### src/rtl/mic3_pkg.sv
`default_nettype none
// ============================================================================
//  Module      : mic3_pkg
//  Description : Shared frame geometry and state encoding for the Pmod MIC3
//                converter emulator (SPI responder).
//                Contents:
//                  LEAD_ZEROS  zero bits sent ahead of the sample
//                  DATA_BITS   sample width
//                  FRAME_BITS  total bits per frame
//                  CNT_W       width of the falling-edge counter
//                  state_t     responder states IDLE / SHIFT / TRAIL
//  Revision    : 1.0  initial release
// ============================================================================
package mic3_pkg;

  localparam int LEAD_ZEROS = 4;
  localparam int DATA_BITS  = 12;
  localparam int FRAME_BITS = LEAD_ZEROS + DATA_BITS;
  localparam int CNT_W      = 5;

  typedef enum logic [1:0] {
    IDLE  = 2'd0,
    SHIFT = 2'd1,
    TRAIL = 2'd2
  } state_t;

endpackage
`default_nettype wire

### src/rtl/mic3_adc_responder_if.sv
`default_nettype none
// ============================================================================
//  Module      : mic3_adc_responder_if
//  Description : SPI pins plus sample-feed and status signals of the MIC3
//                responder.
//                Signals:
//                  SCLK, CS      SPI clock (idles high) / chip select (low)
//                  MISO, MISO_en serial data and its drive enable
//                  sample        12-bit sample, sample_valid write strobe
//                  frame_done, short_frame, underrun   1-cycle status pulses
//                  busy          high while a frame is being served
//                Modports: slave = responder side, master = initiator/feeder.
//  Revision    : 1.0  initial release
// ============================================================================
interface mic3_adc_responder_if;
  import mic3_pkg::*;

  logic                 SCLK;
  logic                 CS;
  logic                 MISO;
  logic                 MISO_en;
  logic [DATA_BITS-1:0] sample;
  logic                 sample_valid;
  logic                 frame_done;
  logic                 short_frame;
  logic                 underrun;
  logic                 busy;

  modport slave (
    input  SCLK, CS, sample, sample_valid,
    output MISO, MISO_en, frame_done, short_frame, underrun, busy
  );

  modport master (
    output SCLK, CS, sample, sample_valid,
    input  MISO, MISO_en, frame_done, short_frame, underrun, busy
  );

endinterface
`default_nettype wire

### src/rtl/mic3_adc_responder_spi_pin_sync.sv
`default_nettype none
// ============================================================================
//  Module      : spi_pin_sync
//  Description : Multi-flop synchronizer for one SPI pin plus an edge detector.
//                Ports:
//                  clk, rst   system clock, synchronous active-high reset
//                  i_pin      asynchronous pin
//                  o_level    synchronized level
//                  o_rise     1-cycle strobe on a synchronized 0->1
//                  o_fall     1-cycle strobe on a synchronized 1->0
//                All flops reset to 1, the idle level of SCLK and CS.
//  Revision    : 1.0  initial release
// ============================================================================
module spi_pin_sync #(
  parameter int SYNC_STAGES = 2
) (
  input  logic clk,
  input  logic rst,
  input  logic i_pin,
  output logic o_level,
  output logic o_rise,
  output logic o_fall
);

  logic [SYNC_STAGES-1:0] r_sync;
  logic                   r_prev;

  always_ff @(posedge clk) begin
    if (rst) begin
      r_sync <= '1;
      r_prev <= 1'b1;
    end else begin
      r_sync <= {r_sync[SYNC_STAGES-2:0], i_pin};
      r_prev <= r_sync[SYNC_STAGES-1];
    end
  end

  assign o_level = r_sync[SYNC_STAGES-1];
  assign o_rise  = ~r_prev &  r_sync[SYNC_STAGES-1];
  assign o_fall  =  r_prev & ~r_sync[SYNC_STAGES-1];

endmodule
`default_nettype wire

### src/rtl/mic3_adc_responder.sv
`default_nettype none
// ============================================================================
//  Module      : mic3_adc_responder
//  Description : Emulates the Pmod MIC3 converter on the far side of an SPI
//                link. Each frame is LEAD_ZEROS zeros then a DATA_BITS sample,
//                MSB first, advanced on SCLK falling edges. The SPI pins are
//                oversampled on clk (clk must be >= 4x SCLK).
//                Ports:
//                  clk, rst   system clock, synchronous active-high reset
//                  bus        mic3_adc_responder_if.slave (SPI pins, sample
//                             feed, status pulses, busy)
//  Revision    : 1.0  initial release
// ============================================================================
module mic3_adc_responder #(
  parameter int SYNC_STAGES = 2
) (
  input  logic                  clk,
  input  logic                  rst,
  mic3_adc_responder_if.slave   bus
);
  import mic3_pkg::*;

  localparam int FILL_W = $clog2(SYNC_STAGES + 1) + 1;

  logic w_sclk_level, w_sclk_rise, w_sclk_fall;
  logic w_cs_level, w_cs_rise, w_cs_fall;
  logic w_unused_sclk;

  spi_pin_sync #(.SYNC_STAGES(SYNC_STAGES)) u_sclk_sync (
    .clk     (clk),
    .rst     (rst),
    .i_pin   (bus.SCLK),
    .o_level (w_sclk_level),
    .o_rise  (w_sclk_rise),
    .o_fall  (w_sclk_fall)
  );

  spi_pin_sync #(.SYNC_STAGES(SYNC_STAGES)) u_cs_sync (
    .clk     (clk),
    .rst     (rst),
    .i_pin   (bus.CS),
    .o_level (w_cs_level),
    .o_rise  (w_cs_rise),
    .o_fall  (w_cs_fall)
  );

  assign w_unused_sclk = w_sclk_level ^ w_sclk_rise;

  state_t                r_state,  w_state_nxt;
  logic [FRAME_BITS-1:0] r_shift,  w_shift_nxt;
  logic [CNT_W-1:0]      r_cnt,    w_cnt_nxt;
  logic [DATA_BITS-1:0]  r_hold,   w_hold_nxt;
  logic                  r_fresh,  w_fresh_nxt;
  logic                  r_done,   w_done_nxt;
  logic                  r_short,  w_short_nxt;
  logic                  r_under,  w_under_nxt;
  logic                  r_armed,  w_armed_nxt;
  logic [FILL_W-1:0]     r_fill;
  logic                  w_start;
  logic [DATA_BITS-1:0]  w_sample_in;

  // The synchronizers reload idle-high on reset, so a CS already held low
  // would look like a fresh fall once the chain refills. r_fill counts how
  // many real pin samples have entered the chain; the responder only arms
  // after a genuine high level on CS has been seen.
  always_ff @(posedge clk) begin
    if (rst) begin
      r_fill <= '0;
    end else if (r_fill != FILL_W'(SYNC_STAGES)) begin
      r_fill <= r_fill + FILL_W'(1);
    end
  end

  always_ff @(posedge clk) begin
    if (rst) begin
      r_state <= IDLE;
      r_shift <= '0;
      r_cnt   <= '0;
      r_hold  <= '0;
      r_fresh <= 1'b0;
      r_done  <= 1'b0;
      r_short <= 1'b0;
      r_under <= 1'b0;
      r_armed <= 1'b0;
    end else begin
      r_state <= w_state_nxt;
      r_shift <= w_shift_nxt;
      r_cnt   <= w_cnt_nxt;
      r_hold  <= w_hold_nxt;
      r_fresh <= w_fresh_nxt;
      r_done  <= w_done_nxt;
      r_short <= w_short_nxt;
      r_under <= w_under_nxt;
      r_armed <= w_armed_nxt;
    end
  end

  // A same-cycle sample_valid wins over the stored value for the frame load.
  assign w_sample_in = bus.sample_valid ? bus.sample : r_hold;
  assign w_start     = (r_state == IDLE) && w_cs_fall && r_armed;

  always_comb begin
    w_state_nxt = r_state;
    w_shift_nxt = r_shift;
    w_cnt_nxt   = r_cnt;
    w_hold_nxt  = w_sample_in;
    w_fresh_nxt = bus.sample_valid ? 1'b1 : r_fresh;
    w_done_nxt  = 1'b0;
    w_short_nxt = 1'b0;
    w_under_nxt = 1'b0;
    w_armed_nxt = r_armed | ((r_fill == FILL_W'(SYNC_STAGES)) & w_cs_level);

    case (r_state)
      IDLE: begin
        // A coincident sclk_fall is deliberately not counted here.
        if (w_start) begin
          w_shift_nxt = {{LEAD_ZEROS{1'b0}}, w_sample_in};
          w_cnt_nxt   = '0;
          w_under_nxt = ~(r_fresh | bus.sample_valid);
          w_fresh_nxt = 1'b0;
          w_state_nxt = SHIFT;
        end
      end
      SHIFT: begin
        if (w_cs_rise) begin
          w_short_nxt = 1'b1;
          w_shift_nxt = '0;
          w_state_nxt = IDLE;
        end else if (w_sclk_fall) begin
          // Zero fill means MISO reads 0 once all frame bits are out.
          w_shift_nxt = {r_shift[FRAME_BITS-2:0], 1'b0};
          w_cnt_nxt   = r_cnt + CNT_W'(1);
          if (r_cnt == CNT_W'(FRAME_BITS - 1)) begin
            w_state_nxt = TRAIL;
          end
        end
      end
      TRAIL: begin
        if (w_cs_rise) begin
          w_done_nxt  = 1'b1;
          w_shift_nxt = '0;
          w_state_nxt = IDLE;
        end
      end
      default: begin
        w_shift_nxt = '0;
        w_state_nxt = IDLE;
      end
    endcase
  end

  assign bus.MISO        = r_shift[FRAME_BITS-1];
  assign bus.MISO_en     = (r_state != IDLE);
  assign bus.busy        = (r_state != IDLE);
  assign bus.frame_done  = r_done;
  assign bus.short_frame = r_short;
  assign bus.underrun    = r_under;

endmodule
`default_nettype wire
### src/flat_wrapper.sv
// flat-port wrapper written by rule: the top's interface ports become plain ports
module mic3_adc_responder_flat import mic3_pkg::*;
#(
  parameter int SYNC_STAGES = 2
)
  (clk, rst, bus_SCLK, bus_CS, bus_sample, bus_sample_valid, bus_MISO, bus_MISO_en, bus_frame_done, bus_short_frame, bus_underrun, bus_busy);
  mic3_adc_responder_if bus_i ();
  input  logic clk;
  input  logic rst;
  input wire logic [$bits(bus_i.SCLK)-1:0] bus_SCLK;
  input wire logic [$bits(bus_i.CS)-1:0] bus_CS;
  input wire logic [$bits(bus_i.sample)-1:0] bus_sample;
  input wire logic [$bits(bus_i.sample_valid)-1:0] bus_sample_valid;
  output wire logic [$bits(bus_i.MISO)-1:0] bus_MISO;
  output wire logic [$bits(bus_i.MISO_en)-1:0] bus_MISO_en;
  output wire logic [$bits(bus_i.frame_done)-1:0] bus_frame_done;
  output wire logic [$bits(bus_i.short_frame)-1:0] bus_short_frame;
  output wire logic [$bits(bus_i.underrun)-1:0] bus_underrun;
  output wire logic [$bits(bus_i.busy)-1:0] bus_busy;
  assign bus_i.SCLK = bus_SCLK;
  assign bus_i.CS = bus_CS;
  assign bus_i.sample = bus_sample;
  assign bus_i.sample_valid = bus_sample_valid;
  assign bus_MISO = bus_i.MISO;
  assign bus_MISO_en = bus_i.MISO_en;
  assign bus_frame_done = bus_i.frame_done;
  assign bus_short_frame = bus_i.short_frame;
  assign bus_underrun = bus_i.underrun;
  assign bus_busy = bus_i.busy;
  mic3_adc_responder #(.SYNC_STAGES(SYNC_STAGES)) u_core (.clk(clk), .rst(rst), .bus(bus_i));
endmodule
### config.mk
export PLATFORM = sky130hd
export DESIGN_NAME = mic3_adc_responder_flat
export DESIGN_NICKNAME = d
export VERILOG_FILES = /design/src/rtl/mic3_pkg.sv /design/src/rtl/mic3_adc_responder_if.sv /design/src/rtl/mic3_adc_responder_spi_pin_sync.sv /design/src/rtl/mic3_adc_responder.sv /design/src/flat_wrapper.sv
export SDC_FILE = /design/constraint.sdc
export NUM_CORES = 1
export LEC_CHECK = 0
export CAP_MARGIN = 20
export CORE_ASPECT_RATIO = 0.8
export CORE_MARGIN = 5
export CORE_UTILIZATION = 44
export CTS_BUF_LIST = sky130_fd_sc_hd__clkbuf_8
export DETAILED_ROUTE_END_ITERATION = 8
export SLEW_MARGIN = 10
export SYNTH_ARGS = -nofsm -noshare
export SYNTH_HDL_FRONTEND = slang
export SYNTH_SLANG_ARGS = --single-unit
### constraint.sdc
create_clock -name clk -period 2.7 [get_ports clk]
set_input_delay 0.27 -clock clk [delete_from_list [all_inputs] [get_ports clk]]
set_output_delay 0.27 -clock clk [all_outputs]
set_load 0.05 [all_outputs]
==> impl_metrics.ini <==
[pwr]
pwr-share-clk_pct = 28.9
power_uw = 1456
power_switching_uw = 373.1
p_int_uw = 1083
irDropWorstVdd_v = 0.0003385
powerDensity_nw_per_um2 = 558.6
switching_share_pct = 25.63
seqPwrFrac_pct = 54.8
p_comb_share_pct = 16.2
p_leak_uw = 0.0009558

[flow_run]
maxCapViolations = 0

[finish]
final_design_area_no_fill_um2 = 2606
final_util_pct = 51.46
diodes = 0
fillerInstances = 457
syn2layout_area_growth_pct = 12.17
fin_cells = 287
nets = 246
layout-drive-gt1-share_pct = 27.11
final_common_cell = dfxtp_1
final_cell_mix = 49 x dfxtp_1, 22 x clkdlybuf4s50_1, 20 x a211oi_2

[synthesis]
synthCells = 209
synth-seq-area-share_pct = 42.22
yosysWarnings = 0
synth_area_leaders = dfxtp_1 42%, a211oi_2 11%, mux2_2 5.3%
syn_area_um2 = 2323
synth_cell_type_count = 50
synth-edff-count = 0
async_flop_share_pct = 0
syn_avg_cell_area_um2 = 11.12
synth_fp_nets = 230
ys.flop_type = dfxtp_1
synth_seq_cells = 49
synth_top_area_cell = dfxtp_1
synth_top_area_share_pct = 42.22

[critical_path]
arrival_ns = 2.02
ff2ff_path_depth = 4
critPathMaxFanout = 16
end_kind = output port
cp_slowest_cell = clkdlybuf4s50_1
crit_path_max_incr_delay_ns = 0.81
critPathLaunchType = flop
crit_required_ns = 2.43
path_cells = nor2_4, inv_4, clkdlybuf4s50_1
crit_type = reg -> out

[cts]
cts_buffers = 5
cts_buffer_depth = 2
clkSlewWorstSetupHoldPaths_ns = 0.08
post-cts-setup-buffer-count = 0
htreeDepth = 2
cts-root-buf = clkbuf_8
cts_sinks = 49
cts-hold-fix-buffers = 0
clock_latency_ns = 0.29
post_cts_resized = 0
cts_tree = built

[timing]
setup-violations-final = 0
finalSetupTns_ns = 0
tightest_slew_ns = 0.6343
max_clock_freq_ghz = 0.4374
clock_skew_ns = 0.006624
rsz0062_at_grt = no
fin_crit_sh_pct = 84.68
maxSlewHeadroom_pct = 57.58
hold_viol = 0
period_needed_ns = 2.286
slew_violations = 0

[placement]
placed_cells_incl_taps = 280
dpl_cell_area_um2 = 2520
gp_congestion = 0.7785
io_buffers = 22
hpwl_um = 3093

[global_route]
track_usage_pct = 13.69
antenna_found_initial = 0
grt_pass1_vias = 1516
grt_pass1_wl_um = 7500
grt_overflow = 0
grt_max_degree = 30

[min_path]
hold_path_depth = 1
min_path_type = reg -> reg

[route]
dr.pass1.iters = 4
drt-vias-per-instance = 5.578
totalWireLength_um = 4547
num_vias = 1601
drt-initial-drc-count = 64
ant_nets = 0
wire_per_inst_um = 15.84
drc = 0

[die]
die_area_um2 = 6843
start_util_pct = 45.87
die_h_um = 75.00
pin_count = 23
core_um2 = 5065
rows = 23
die_w_um = 91.25

[run_status]
status = complete, no violations
[layer usage]
| layer | vias to the layer above | global-route usage [%] | part of all wire (%) |
|---|---|---|---|
| met4 | 0 | 3.420 | 0.95 |
| met3 | 5 | 4.595 | 4.6 |
| met5 | - | 0 | 0 |
| li1 | 789 | - | - |
| met2 | 40 | 22.00 | 47 |
| met1 | 767 | 18.01 | 48 |
[Yosys cell counts (all sizes together) (2+ instances only)]
cell type and number:
a211oi 23, a21oi 7, a22o 3, a22oi 12, a31oi 2, and2 11, and2b 3, and3 4
buf 13, clkbuf 2, dfxtp 49, ha 4, inv 6, mux2 12, mux2i 5, nand2 9
nand3 3, nor2 11, nor2b 2, nor3 5, o2111ai 2, o21ai 3, o31ai 2, or2 6
[through the flow]
step / setup WS, ns / hold slack (ns)
2_1_floorplan: 1.327 / 0.3738
3_3_place_gp: 0.7387 / 0.3924
3_5_place_dp: 0.6849 / 0.4043
4_1_cts: 0.4113 / 0.4246
5_1_grt: 0.3202 / 0.4347
6_report: 0.4137 / 0.4193
[critical path, delay by kind of cell (launching register included)]
family | cells | cell delay, ns
buf+inv | 2 | 0.94
flops | 1 | 0.59
simple gates | 1 | 0.19
[power by group through the flow]
| stage | logic [µW] | registers [µW] | clock network, µW |
|---|---|---|---|
| global placement | 225 | 811 | 0 |
| floorplan | 187 | 808 | 0 |
| CTS | 238 | 799 | 438 |
| global route | 257 | 804 | 473 |
| detailed placement | 236 | 816 | 0 |
| finish | 236 | 798 | 421 |
[cell families after synthesis]
family	Yosys count	share of synthesized area (%)
AOI/OAI and AO/OA	56	23.43
xor gates and xnor gates	1	0.3770
muxes	17	8.131
adders and majority gates	4	2.154
DFF	49	42.22
and+or+nand+nor	61	17.61
buffers and inverters	21	6.085
[cell type report]
cell class,count,area (µm²),area share [%]
well taps,62,77.57,2.976
repair buffers,24,235.2,9.025
flip-flops and latches,49,980.9,37.64
inverters,6,25.02,0.9602
clock buffers,6,82.58,3.169
clock inverters,1,3.754,0.1440
multi-input cells,139,1201,46.09
[final timing paths]
kind / startpoint / to / slack (ns)
max: u_core.r_state[0]$_SDFFE_PP0P_ / bus_MISO_en / 0.41
max reg2reg: u_core.u_cs_sync.r_sync[1]$_SDFF_PP1_ / u_core.r_shift[0]$_SDFFE_PP0P_ / 0.89
min: u_core.u_cs_sync.r_sync[0]$_SDFF_PP1_ / u_core.u_cs_sync.r_sync[1]$_SDFF_PP1_ / 0.42
min reg2reg: u_core.u_cs_sync.r_sync[0]$_SDFF_PP1_ / u_core.u_cs_sync.r_sync[1]$_SDFF_PP1_ / 0.42
[registers in the layout, indices dropped and copies added, names as in the netlist, 2 cells and up]
register	flops
u_core.r_hold	12
u_core.r_fill	3
u_core.u_sclk_sync.r_sync	2
u_core.u_cs_sync.r_sync	2
u_core.r_shift	16
u_core.r_cnt	5
u_core.r_state	2
(Power assumes the default switching activity.)
